==> config.mk <==
export PLATFORM = sky130hd
export DESIGN_NAME = uart_tx_arbiter_flat
export DESIGN_NICKNAME = d
export VERILOG_FILES = /design/src/rtl/uart_arb_pkg.sv /design/src/rtl/uart_tx_arbiter_if.sv /design/src/rtl/byte_hold_reg.sv /design/src/rtl/uart_tx_arbiter.sv /design/src/flat_wrapper.sv
export SDC_FILE = /design/constraint.sdc
export NUM_CORES = 1
export LEC_CHECK = 0
export BUFFER_PORTS_ARGS = -buffer_cell sky130_fd_sc_hd__buf_2
export CORE_MARGIN = 3
export CORE_UTILIZATION = 45
export CTS_CLUSTER_SIZE = 20
export DETAILED_ROUTE_END_ITERATION = 10
export PLACE_DENSITY = 0.78
export SLEW_MARGIN = 20
export SYNTH_ARGS = -nofsm -noshare
export SYNTH_HDL_FRONTEND = slang
export SYNTH_SLANG_ARGS = --single-unit
==> constraint.sdc <==
create_clock -name CLK -period 2.8 [get_ports CLK]
set_input_delay 0 -clock CLK [delete_from_list [all_inputs] [get_ports CLK]]
set_output_delay 0 -clock CLK [all_outputs]
set_load 0.03 [all_outputs]
==> src/rtl/uart_arb_pkg.sv <==
// Shared types and constants for the line-granular UART transmit arbiter.
package uart_arb_pkg;

   typedef enum logic [1:0] {
      IDLE = 2'd0,
      OWN0 = 2'd1,
      OWN1 = 2'd2
   } arb_state_t;

   localparam logic [7:0] NEWLINE = 8'h0A;

   // Bits needed to count from 0 up to and including max_val.
   function automatic int unsigned cnt_width(input int unsigned max_val);
      return $clog2(max_val + 1);
   endfunction

endpackage

==> src/rtl/uart_tx_arbiter_if.sv <==
// Byte channels of the two requesters plus the downstream USB-UART bridge channel.
interface uart_tx_arbiter_if;

   logic       req0_valid;
   logic [7:0] req0_data;
   logic       req0_ready;
   logic       req1_valid;
   logic [7:0] req1_data;
   logic       req1_ready;
   logic       uart_in_valid;
   logic [7:0] uart_in_data;
   logic       uart_in_ready;
   logic [1:0] owner;

   // Arbiter side.
   modport slave (
      input  req0_valid, req0_data, req1_valid, req1_data, uart_in_ready,
      output req0_ready, req1_ready, uart_in_valid, uart_in_data, owner
   );

   // Requester/bridge side.
   modport master (
      output req0_valid, req0_data, req1_valid, req1_data, uart_in_ready,
      input  req0_ready, req1_ready, uart_in_valid, uart_in_data, owner
   );

endinterface

==> src/rtl/byte_hold_reg.sv <==
// One-entry valid/ready holding register; loads when empty or when draining in the same cycle.
module byte_hold_reg #(
   parameter int unsigned Width = 8
) (
   input  logic             clk_i,
   input  logic             reset_i,
   input  logic             in_valid_i,
   input  logic [Width-1:0] in_data_i,
   output logic             in_ready_o,
   output logic             out_valid_o,
   output logic [Width-1:0] out_data_o,
   input  logic             out_ready_i
);

   logic             valid_q, valid_d;
   logic [Width-1:0] data_q, data_d;

   assign in_ready_o  = !valid_q || out_ready_i;
   assign out_valid_o = valid_q;
   assign out_data_o  = data_q;

   always_comb begin
      valid_d = valid_q;
      data_d  = data_q;
      if (in_valid_i && in_ready_o) begin
         valid_d = 1'b1;
         data_d  = in_data_i;
      end else if (out_ready_i) begin
         valid_d = 1'b0;
      end
   end

   always_ff @(posedge clk_i) begin
      if (reset_i) begin
         valid_q <= 1'b0;
         data_q  <= '0;
      end else begin
         valid_q <= valid_d;
         data_q  <= data_d;
      end
   end

endmodule

==> src/rtl/uart_tx_arbiter.sv <==
// Shares the USB-UART transmit channel between two byte sources, granting per line with
// round-robin tie-break, a burst cap and an idle timeout.
module uart_tx_arbiter
   import uart_arb_pkg::*;
#(
   parameter int unsigned MAX_BURST    = 64,
   parameter int unsigned IDLE_TIMEOUT = 1024
) (
   input logic              CLK,
   input logic              reset,
   uart_tx_arbiter_if.slave bus
);

   localparam int unsigned       BurstW   = cnt_width(MAX_BURST);
   localparam int unsigned       IdleW    = cnt_width(IDLE_TIMEOUT);
   localparam logic [BurstW-1:0] BurstMax = BurstW'(MAX_BURST);
   localparam logic [IdleW-1:0]  IdleMax  = IdleW'(IDLE_TIMEOUT);

   arb_state_t        state_q, state_d;
   logic              last_owner_q, last_owner_d;
   logic [BurstW-1:0] burst_cnt_q, burst_cnt_d;
   logic [IdleW-1:0]  idle_cnt_q, idle_cnt_d;

   logic       sel_valid;
   logic [7:0] sel_data;
   logic       hold_ready;

   byte_hold_reg #(
      .Width (8)
   ) u_hold (
      .clk_i       (CLK),
      .reset_i     (reset),
      .in_valid_i  (sel_valid),
      .in_data_i   (sel_data),
      .in_ready_o  (hold_ready),
      .out_valid_o (bus.uart_in_valid),
      .out_data_o  (bus.uart_in_data),
      .out_ready_i (bus.uart_in_ready)
   );

   assign bus.owner = {state_q == OWN1, state_q == OWN0};

   always_comb begin
      state_d        = state_q;
      last_owner_d   = last_owner_q;
      burst_cnt_d    = burst_cnt_q;
      idle_cnt_d     = idle_cnt_q;
      sel_valid      = 1'b0;
      sel_data       = bus.req0_data;
      bus.req0_ready = 1'b0;
      bus.req1_ready = 1'b0;

      unique case (state_q)
         IDLE: begin
            // last_owner_q == 1 means requester 0 wins a tie.
            if (bus.req0_valid && (!bus.req1_valid || last_owner_q)) begin
               state_d      = OWN0;
               last_owner_d = 1'b0;
            end else if (bus.req1_valid) begin
               state_d      = OWN1;
               last_owner_d = 1'b1;
            end
         end
         OWN0: begin
            sel_valid      = bus.req0_valid;
            bus.req0_ready = hold_ready;
         end
         OWN1: begin
            sel_valid      = bus.req1_valid;
            sel_data       = bus.req1_data;
            bus.req1_ready = hold_ready;
         end
         default: state_d = IDLE;
      endcase

      if (state_q == OWN0 || state_q == OWN1) begin
         if (sel_valid && hold_ready) begin
            burst_cnt_d = burst_cnt_q + BurstW'(1);
            idle_cnt_d  = '0;
            if (sel_data == NEWLINE || burst_cnt_d == BurstMax) begin
               state_d = IDLE;
            end
         end else if (sel_valid) begin
            idle_cnt_d = '0;
         end else begin
            idle_cnt_d = idle_cnt_q + IdleW'(1);
            if (idle_cnt_d == IdleMax) begin
               state_d = IDLE;
            end
         end
      end

      if (state_d == IDLE) begin
         burst_cnt_d = '0;
         idle_cnt_d  = '0;
      end
   end

   always_ff @(posedge CLK) begin
      if (reset) begin
         state_q      <= IDLE;
         last_owner_q <= 1'b1;
         burst_cnt_q  <= '0;
         idle_cnt_q   <= '0;
      end else begin
         state_q      <= state_d;
         last_owner_q <= last_owner_d;
         burst_cnt_q  <= burst_cnt_d;
         idle_cnt_q   <= idle_cnt_d;
      end
   end

endmodule
==> src/flat_wrapper.sv <==
// flat-port wrapper written by rule: the top's interface ports become plain ports
module uart_tx_arbiter_flat import uart_arb_pkg::*;
#(
   parameter int unsigned MAX_BURST    = 64,
   parameter int unsigned IDLE_TIMEOUT = 1024
)
  (CLK, reset, bus_req0_valid, bus_req0_data, bus_req1_valid, bus_req1_data, bus_uart_in_ready, bus_req0_ready, bus_req1_ready, bus_uart_in_valid, bus_uart_in_data, bus_owner);
  uart_tx_arbiter_if bus_i ();
  input logic CLK;
  input logic reset;
  input wire logic [$bits(bus_i.req0_valid)-1:0] bus_req0_valid;
  input wire logic [$bits(bus_i.req0_data)-1:0] bus_req0_data;
  input wire logic [$bits(bus_i.req1_valid)-1:0] bus_req1_valid;
  input wire logic [$bits(bus_i.req1_data)-1:0] bus_req1_data;
  input wire logic [$bits(bus_i.uart_in_ready)-1:0] bus_uart_in_ready;
  output wire logic [$bits(bus_i.req0_ready)-1:0] bus_req0_ready;
  output wire logic [$bits(bus_i.req1_ready)-1:0] bus_req1_ready;
  output wire logic [$bits(bus_i.uart_in_valid)-1:0] bus_uart_in_valid;
  output wire logic [$bits(bus_i.uart_in_data)-1:0] bus_uart_in_data;
  output wire logic [$bits(bus_i.owner)-1:0] bus_owner;
  assign bus_i.req0_valid = bus_req0_valid;
  assign bus_i.req0_data = bus_req0_data;
  assign bus_i.req1_valid = bus_req1_valid;
  assign bus_i.req1_data = bus_req1_data;
  assign bus_i.uart_in_ready = bus_uart_in_ready;
  assign bus_req0_ready = bus_i.req0_ready;
  assign bus_req1_ready = bus_i.req1_ready;
  assign bus_uart_in_valid = bus_i.uart_in_valid;
  assign bus_uart_in_data = bus_i.uart_in_data;
  assign bus_owner = bus_i.owner;
  uart_tx_arbiter #(.MAX_BURST(MAX_BURST), .IDLE_TIMEOUT(IDLE_TIMEOUT)) u_core (.CLK(CLK), .reset(reset), .bus(bus_i));
endmodule
# ---- Word level (Yosys, flattened, before mapping)
# Index checks and enable logic that the tools add are counted.
dict set report classes {
  reduce_logical 16
  n_mux 18
  n_eq_ne 5
  add_sub_neg 2
}
# cell count
set op_table {}
lappend op_table {{$mux 11} 2}
lappend op_table {{$mux 2} 7}
lappend op_table {{$add 11x1->11 const B} 1}
lappend op_table {{$eq 11x11->1 const B} 1}
lappend op_table {{$eq 8x4->1 const B} 1}
lappend op_table {{$mux 8} 1}
lappend op_table {{$add 7x1->7 const B} 1}
lappend op_table {{$eq 7x7->1 const B} 1}
lappend op_table {{$mux 1} 6}
lappend op_table {{$logic_not 2->1} 2}
lappend op_table {{$logic_or 1x1->1} 4}
lappend op_table {{$pmux 2 s2} 1}
lappend op_table {{$reduce_and 2->1} 2}
lappend op_table {{$reduce_bool 2->1} 2}
lappend op_table {{$reduce_or 2->1} 2}
lappend op_table {{$eq 2x1->1 const B} 1}
lappend op_table {{$eq 2x2->1 const B} 1}
lappend op_table {{$logic_and 1x1->1} 2}
lappend op_table {{$logic_not 1->1} 2}
lappend op_table {{$pmux 1 s2} 1}
dict set report totals {
  output_inout_bits 13
  wordCells 47
  in_bits 21
  regBits 30
}

# ---- Depth between registers and ports, before layout
dict set report logic_depth {
  word_depth 11
  mapped_depth 8
}

# ---- Cells and area by module
# A second synthesis with hierarchy kept.
dict set report unflattened {
  cells_unflattened 219
  area_unflattened_um2 1864.3
}
# module instances area_each_um2 seq_area_each_um2 cells_each
set modules_own_cells {}
lappend modules_own_cells {uart_tx_arbiter 1 1422.6 420.4 178}
lappend modules_own_cells {byte_hold_reg 1 441.7 180.2 41}

# ---- Worst setup path before layout
# No wires, ideal clock.
dict set report synth_path {
  kind {reg2reg}
  start {reg u_core.state_q[0]}
  end {reg u_core.state_q[1]}
  path_buffers 0
  setup_slack_ns 0.637
  t_required_ns 2.668
  path_stages_with_launch 8
  t_arrival_ns 2.031
  setup_time_ns 0.132
  path_cell_list {dfxtp_1 inv_1 ha_1 a22o_2 a2111oi_4 o221ai_4 a21boi_4 nor3_1}
}
dict set report synth_between {
  elab_chain_cells 7
  elab_cells_between_ends 16
  cone_classes {eq/ne: 3; mux: 8; reduce/logical: 5}
}
# item line_no
set synth_lines {}
lappend synth_lines {{start: declaration} uart_tx_arbiter.sv:19} ;# arb_state_t state_q, state_d;
lappend synth_lines {{start signal: assignment} uart_tx_arbiter.sv:106} ;# state_q <= state_d;
lappend synth_lines {{$eq 2x2->1 *} --}
lappend synth_lines {{via bus_owner[1]} flat_wrapper.sv:20} ;# output wire logic [$bits(bus_i.owner)-1:0] bus_owner;
lappend synth_lines {{$mux 8 or $reduce_or 2->1 (tied branches)} --}
lappend synth_lines {{$eq 8x4->1 or $pmux 2 s2 (tied branches)} {uart_tx_arbiter.sv:80, uart_tx_arbiter.sv:53}}
lappend synth_lines {{$logic_or 1x1->1 or $mux 2 (tied branches)} {uart_tx_arbiter.sv:80, uart_tx_arbiter.sv:87}}
lappend synth_lines {{$mux 2 (on tied branches)} {uart_tx_arbiter.sv:80, uart_tx_arbiter.sv:83}}
lappend synth_lines {{$mux 2} uart_tx_arbiter.sv:77} ;# if (sel_valid && hold_ready) begin
lappend synth_lines {{$mux 2 *} uart_tx_arbiter.sv:76} ;# if (state_q == OWN0 || state_q == OWN1) begin
# Mark *: on every way through the listed nets, which the timed path passes. The rest lies on a longest branch.
# A chain may end at the register's enable or synchronous reset.

# ---- Worst setup path in the final report
dict set report layout_path {
  start {reg u_core.state_q[0]}
  end {reg u_core.burst_cnt_q[4]}
}
dict set report layout_between {
  elab_chain_cells 9
  elab_cells_between_ends 21
  cone_classes {eq/ne: 3; mux: 10; reduce/logical: 8}
}
# item line_no
set layout_lines {}
lappend layout_lines {{$eq 2x2->1 (tied with other cells)} {uart_tx_arbiter.sv:53, uart_tx_arbiter.sv:76}}
lappend layout_lines {{$mux 8 (tied with other cells)} uart_tx_arbiter.sv:53} ;# unique case (state_q)
lappend layout_lines {{$eq 8x4->1 or $pmux 2 s2 (tied branches)} {uart_tx_arbiter.sv:80, uart_tx_arbiter.sv:53}}
lappend layout_lines {{$logic_or 1x1->1 or $mux 2 (tied branches)} {uart_tx_arbiter.sv:80, uart_tx_arbiter.sv:87}}
lappend layout_lines {{$mux 2 (on tied branches)} {uart_tx_arbiter.sv:80, uart_tx_arbiter.sv:83}}
lappend layout_lines {{$mux 2} uart_tx_arbiter.sv:77}
lappend layout_lines {{$mux 2} uart_tx_arbiter.sv:76}
lappend layout_lines {{$logic_not 2->1} uart_tx_arbiter.sv:93} ;# if (state_d == IDLE) begin
lappend layout_lines {{$reduce_or 2->1 (no line)} --}
lappend layout_lines {{end signal: assignment} uart_tx_arbiter.sv:108} ;# burst_cnt_q <= burst_cnt_d;
lappend layout_lines {{end: declaration} uart_tx_arbiter.sv:21} ;# logic [BurstW-1:0] burst_cnt_q, burst_cnt_d;
# Parallel ways exist; a longest one is shown, timed or not.

==> flow_metrics.tcl <==
set metrics [dict create \
    synth_top_cells_by_count "30 x sky130_fd_sc_hd__dfxtp_1, 23 x sky130_fd_sc_hd__nor2_1, 13 x sky130_fd_sc_hd__nor3_1" \
    pin_count 34 \
    critical_path_peak_fanout 13 \
    number_of_synthesized_flops_with_an_enable_pin 0 \
    max-slew-margin-rel_pct 70.24 \
    clock_insertion_delay_worst_skew_ps 280 \
    clkSlewWorstSetupHoldPaths_ps 60 \
    cts_hold_repair.buffers 0 \
    syn_area_mm2 0.001765 \
    cp-end-kind "flip-flop" \
    postCtsSetupRepairBufs 0 \
    worstSetupPathType "reg -> reg" \
    finalWirelength_mm 4.136 \
    htree_levels 2 \
    synthesis.instances 206 \
    seq_area_frac_synth_pct 34.02 \
    port_buffers 33 \
    drc_errors 0 \
    outcome "finished clean" \
    fmax_mhz 452.6 \
    crit_chain "inv_1 > ha_1 > buf_4 > nor4b_1 > nand4b_1 > o41a_1 > a21o_1 > a21boi_4 > nor3_1" \
    synth_nets 232 \
    yosysUniqueCellTypes 47 \
    cts-resized-gates 0 \
    dr.first_iter.drc_count 193 \
    grt_max_degree 15 \
    synthesis.area_per_instance_um2 8.570 \
    grt_setup_unrepaired "no" \
    cts_num_sinks 30 \
    synth_top_cells_by_area "sky130_fd_sc_hd__dfxtp_1 34%, sky130_fd_sc_hd__mux2i_1 5.1%, sky130_fd_sc_hd__nor2_1 4.9%, sky130_fd_sc_hd__a211oi_1 4.7%, sky130_fd_sc_hd__nor3_1 3.7%" \
    tritoncts "yes" \
    timing.final.crit_share_pct 78.92 \
    setup-tns-final_ps 0 \
    first_pass_grt_wire_length_mm 6.975 \
    post_route_cells_drive_above_1_share_pct 23.58 \
    min-delay-path-class "in -> reg" \
    yosys.cell_count.top_type "sky130_fd_sc_hd__dfxtp_1" \
    numCtsBuffers 5 \
    grt.met2_usage_pct 31.70 \
    yosysTopAreaCellShare_pct 34.02 \
    antenna_left 0 \
    die_area_mm2 0.004711 \
    drt-pass1-iter-count 4 \
    biggest_cell_delay_along_the_critical_path_ps 420 \
    gp_congestion 0.8229 \
    die-width_um 68.64 \
    use_met1_pct 25.37 \
    critPathSlowestCell "sky130_fd_sc_hd__dfxtp_1" \
    synth-seq-cells 30 \
    timing.clock.skew_ps 9.054 \
    grt-busiest-layer "met2" \
    detail_route.wl_per_cell_um 14.07 \
    dp_hpwl_mm 3.162 \
    tightestPinTransition_ps 446.4 \
    worstPathArrival_ps 2350 \
    area_growth_syn_to_layout_pct 18.78 \
    drv_slew 0 \
    p_total_mw 1.111 \
    yosysWarningCount 0 \
    grt_util_met3_pct 4.052 \
    initial_utilization_pct 47.51 \
    final_net_count 271 \
    yosys.area.top_type "sky130_fd_sc_hd__dfxtp_1" \
    synth_top_flop_cell "sky130_fd_sc_hd__dfxtp_1" \
    asyncSetResetFlopFracSynth_pct 0 \
    setup-violations-final 0 \
    power_density_mw_per_mm2 530.0 \
    grt_use_total_pct 19.38 \
    cap_viol_max_count 0 \
    ctsLongestPathBuffers 2 \
    peakVddDrop_mv 0.2149 \
    antennaDiodeCount 0 \
    worst_ep_required_time_ps 2940 \
    vias 1679 \
    leakage_nw 0.7718 \
    timing.critical_path.from_type "flip-flop" \
    cts.root.buffer_cell "sky130_fd_sc_hd__clkbuf_8" \
    chipHeight_um 68.64 \
    timing.final.hold_violations 0 \
    core_area_mm2 0.003716 \
    rows 22 \
    grt_antenna_before_repair 0 \
    globalRouteOverflowTotal 0 \
    final.min_clock_period_ps 2210 \
    grt_pass1_vias 1538 \
    viasPerCell 5.711 \
]
per-stage QoR:
step / std cells / setup slack, ps / hold WS, ps / utilization [%] / instance area [um^2]
after floorplan: 206 / 637.0 / 79.31 / - / 1765
after global placement: 286 / 668.3 / 353.0 / 53.97 / 2006
after detailed placement: 286 / 610.0 / 360.9 / 53.97 / 2006
after CTS: 294 / 587.2 / 68.63 / 56.43 / 2097
after global routing: 294 / 399.6 / 80.50 / 56.43 / 2097
final: 294 / 590.4 / 71.01 / 56.43 / 2097
per-layer routing:
metal,vias to the layer above,wire [um]
met5,-,0
li1,851,-
met3,5,203
met1,771,1924
met2,52,1962
met4,0,45
layout make-up:
type                            count  area, um^2
Clock inverter                      1       5.005
Tap cell                           48       60.06
Sequential cell                    30       600.6
Multi-Input combinational cell    165        1120
Clock buffer                        7       86.33
Inverter                            4       15.01
Timing Repair Buffer               39       210.2
Fill cell                         342        1619
worst max-delay path, delay by kind of cell, from the launching register on:
kind / cells / cell delay [ps]
adders and majority gates: 1 / 230
DFF: 1 / 420
AOI/OAI and AO/OA: 3 / 610
buffers and inverters: 2 / 320
and+or+nand+nor: 3 / 500
path summary, 6_finish.rpt:
| kind | startpoint | to | slack (ps) | cells past startpoint |
|---|---|---|---|---|
| max | u_core.state_q[0]$_SDFF_PP0_ | u_core.burst_cnt_q[4]$_SDFFE_PP0P_ | 590 | 9 |
| min | bus_req0_valid | u_core.last_owner_q$_SDFFE_PP1P_ | 70 | 3 |
| max reg2reg | u_core.state_q[0]$_SDFF_PP0_ | u_core.burst_cnt_q[4]$_SDFFE_PP0P_ | 590 | 9 |
| min reg2reg | u_core.u_hold.out_data_o[5]$_SDFFE_PP0P_ | u_core.u_hold.out_data_o[5]$_SDFFE_PP0P_ | 490 | 2 |
cells in the final DEF, fill, tap and decap left out, types with 2 or more instances in the layout:
cell and n:
sky130_fd_sc_hd__a211o_1 2, sky130_fd_sc_hd__a211oi_1 11, sky130_fd_sc_hd__a21o_1 2, sky130_fd_sc_hd__a21oi_1 10, sky130_fd_sc_hd__a22oi_1 4, sky130_fd_sc_hd__a31oi_1 3
sky130_fd_sc_hd__and2_1 3, sky130_fd_sc_hd__and3_1 5, sky130_fd_sc_hd__and3_2 3, sky130_fd_sc_hd__buf_2 33, sky130_fd_sc_hd__buf_4 6, sky130_fd_sc_hd__clkbuf_8 6
sky130_fd_sc_hd__dfxtp_1 30, sky130_fd_sc_hd__ha_1 5, sky130_fd_sc_hd__inv_1 4, sky130_fd_sc_hd__mux2i_1 9, sky130_fd_sc_hd__nand2_1 12, sky130_fd_sc_hd__nand2b_1 2
sky130_fd_sc_hd__nand3_1 7, sky130_fd_sc_hd__nand4_1 2, sky130_fd_sc_hd__nand4b_1 2, sky130_fd_sc_hd__nor2_1 23, sky130_fd_sc_hd__nor2b_1 3, sky130_fd_sc_hd__nor3_1 13
sky130_fd_sc_hd__nor3b_1 3, sky130_fd_sc_hd__nor4_1 3, sky130_fd_sc_hd__nor4b_1 2, sky130_fd_sc_hd__o21ai_0 11, sky130_fd_sc_hd__xnor2_1 5, sky130_fd_sc_hd__xor2_1 2
cell families (layout without fill, tap and decap cells):
family,Yosys count,count (layout),share of synthesized area (%)
muxes,9,9,5.103
buffers and inverters,11,51,2.551
DFF,30,30,34.02
AOI/OAI and AO/OA,56,56,24.74
xor gates and xnor gates,7,7,3.473
adders and majority gates,5,5,3.544
and+or+nand+nor,88,88,26.58
power breakdown:
| group | switching (mW) | leakage, nW | internal (mW) | total [mW] |
|---|---|---|---|---|
| Combinational | 0.182 | 0.481 | 0.106 | 0.288 |
| Clock | 0.158 | 0.0482 | 0.198 | 0.356 |
| Sequential | 0.0199 | 0.243 | 0.448 | 0.467 |
registers in the layout, summed over array words and instances (netlist names):
name and count:
u_core.state_q 2, u_core.u_hold.out_valid_o 1, u_core.last_owner_q 1, u_core.idle_cnt_q 11
u_core.u_hold.out_data_o 8, u_core.burst_cnt_q 7
No activity file was read; power rests on OpenSTA's default activity.
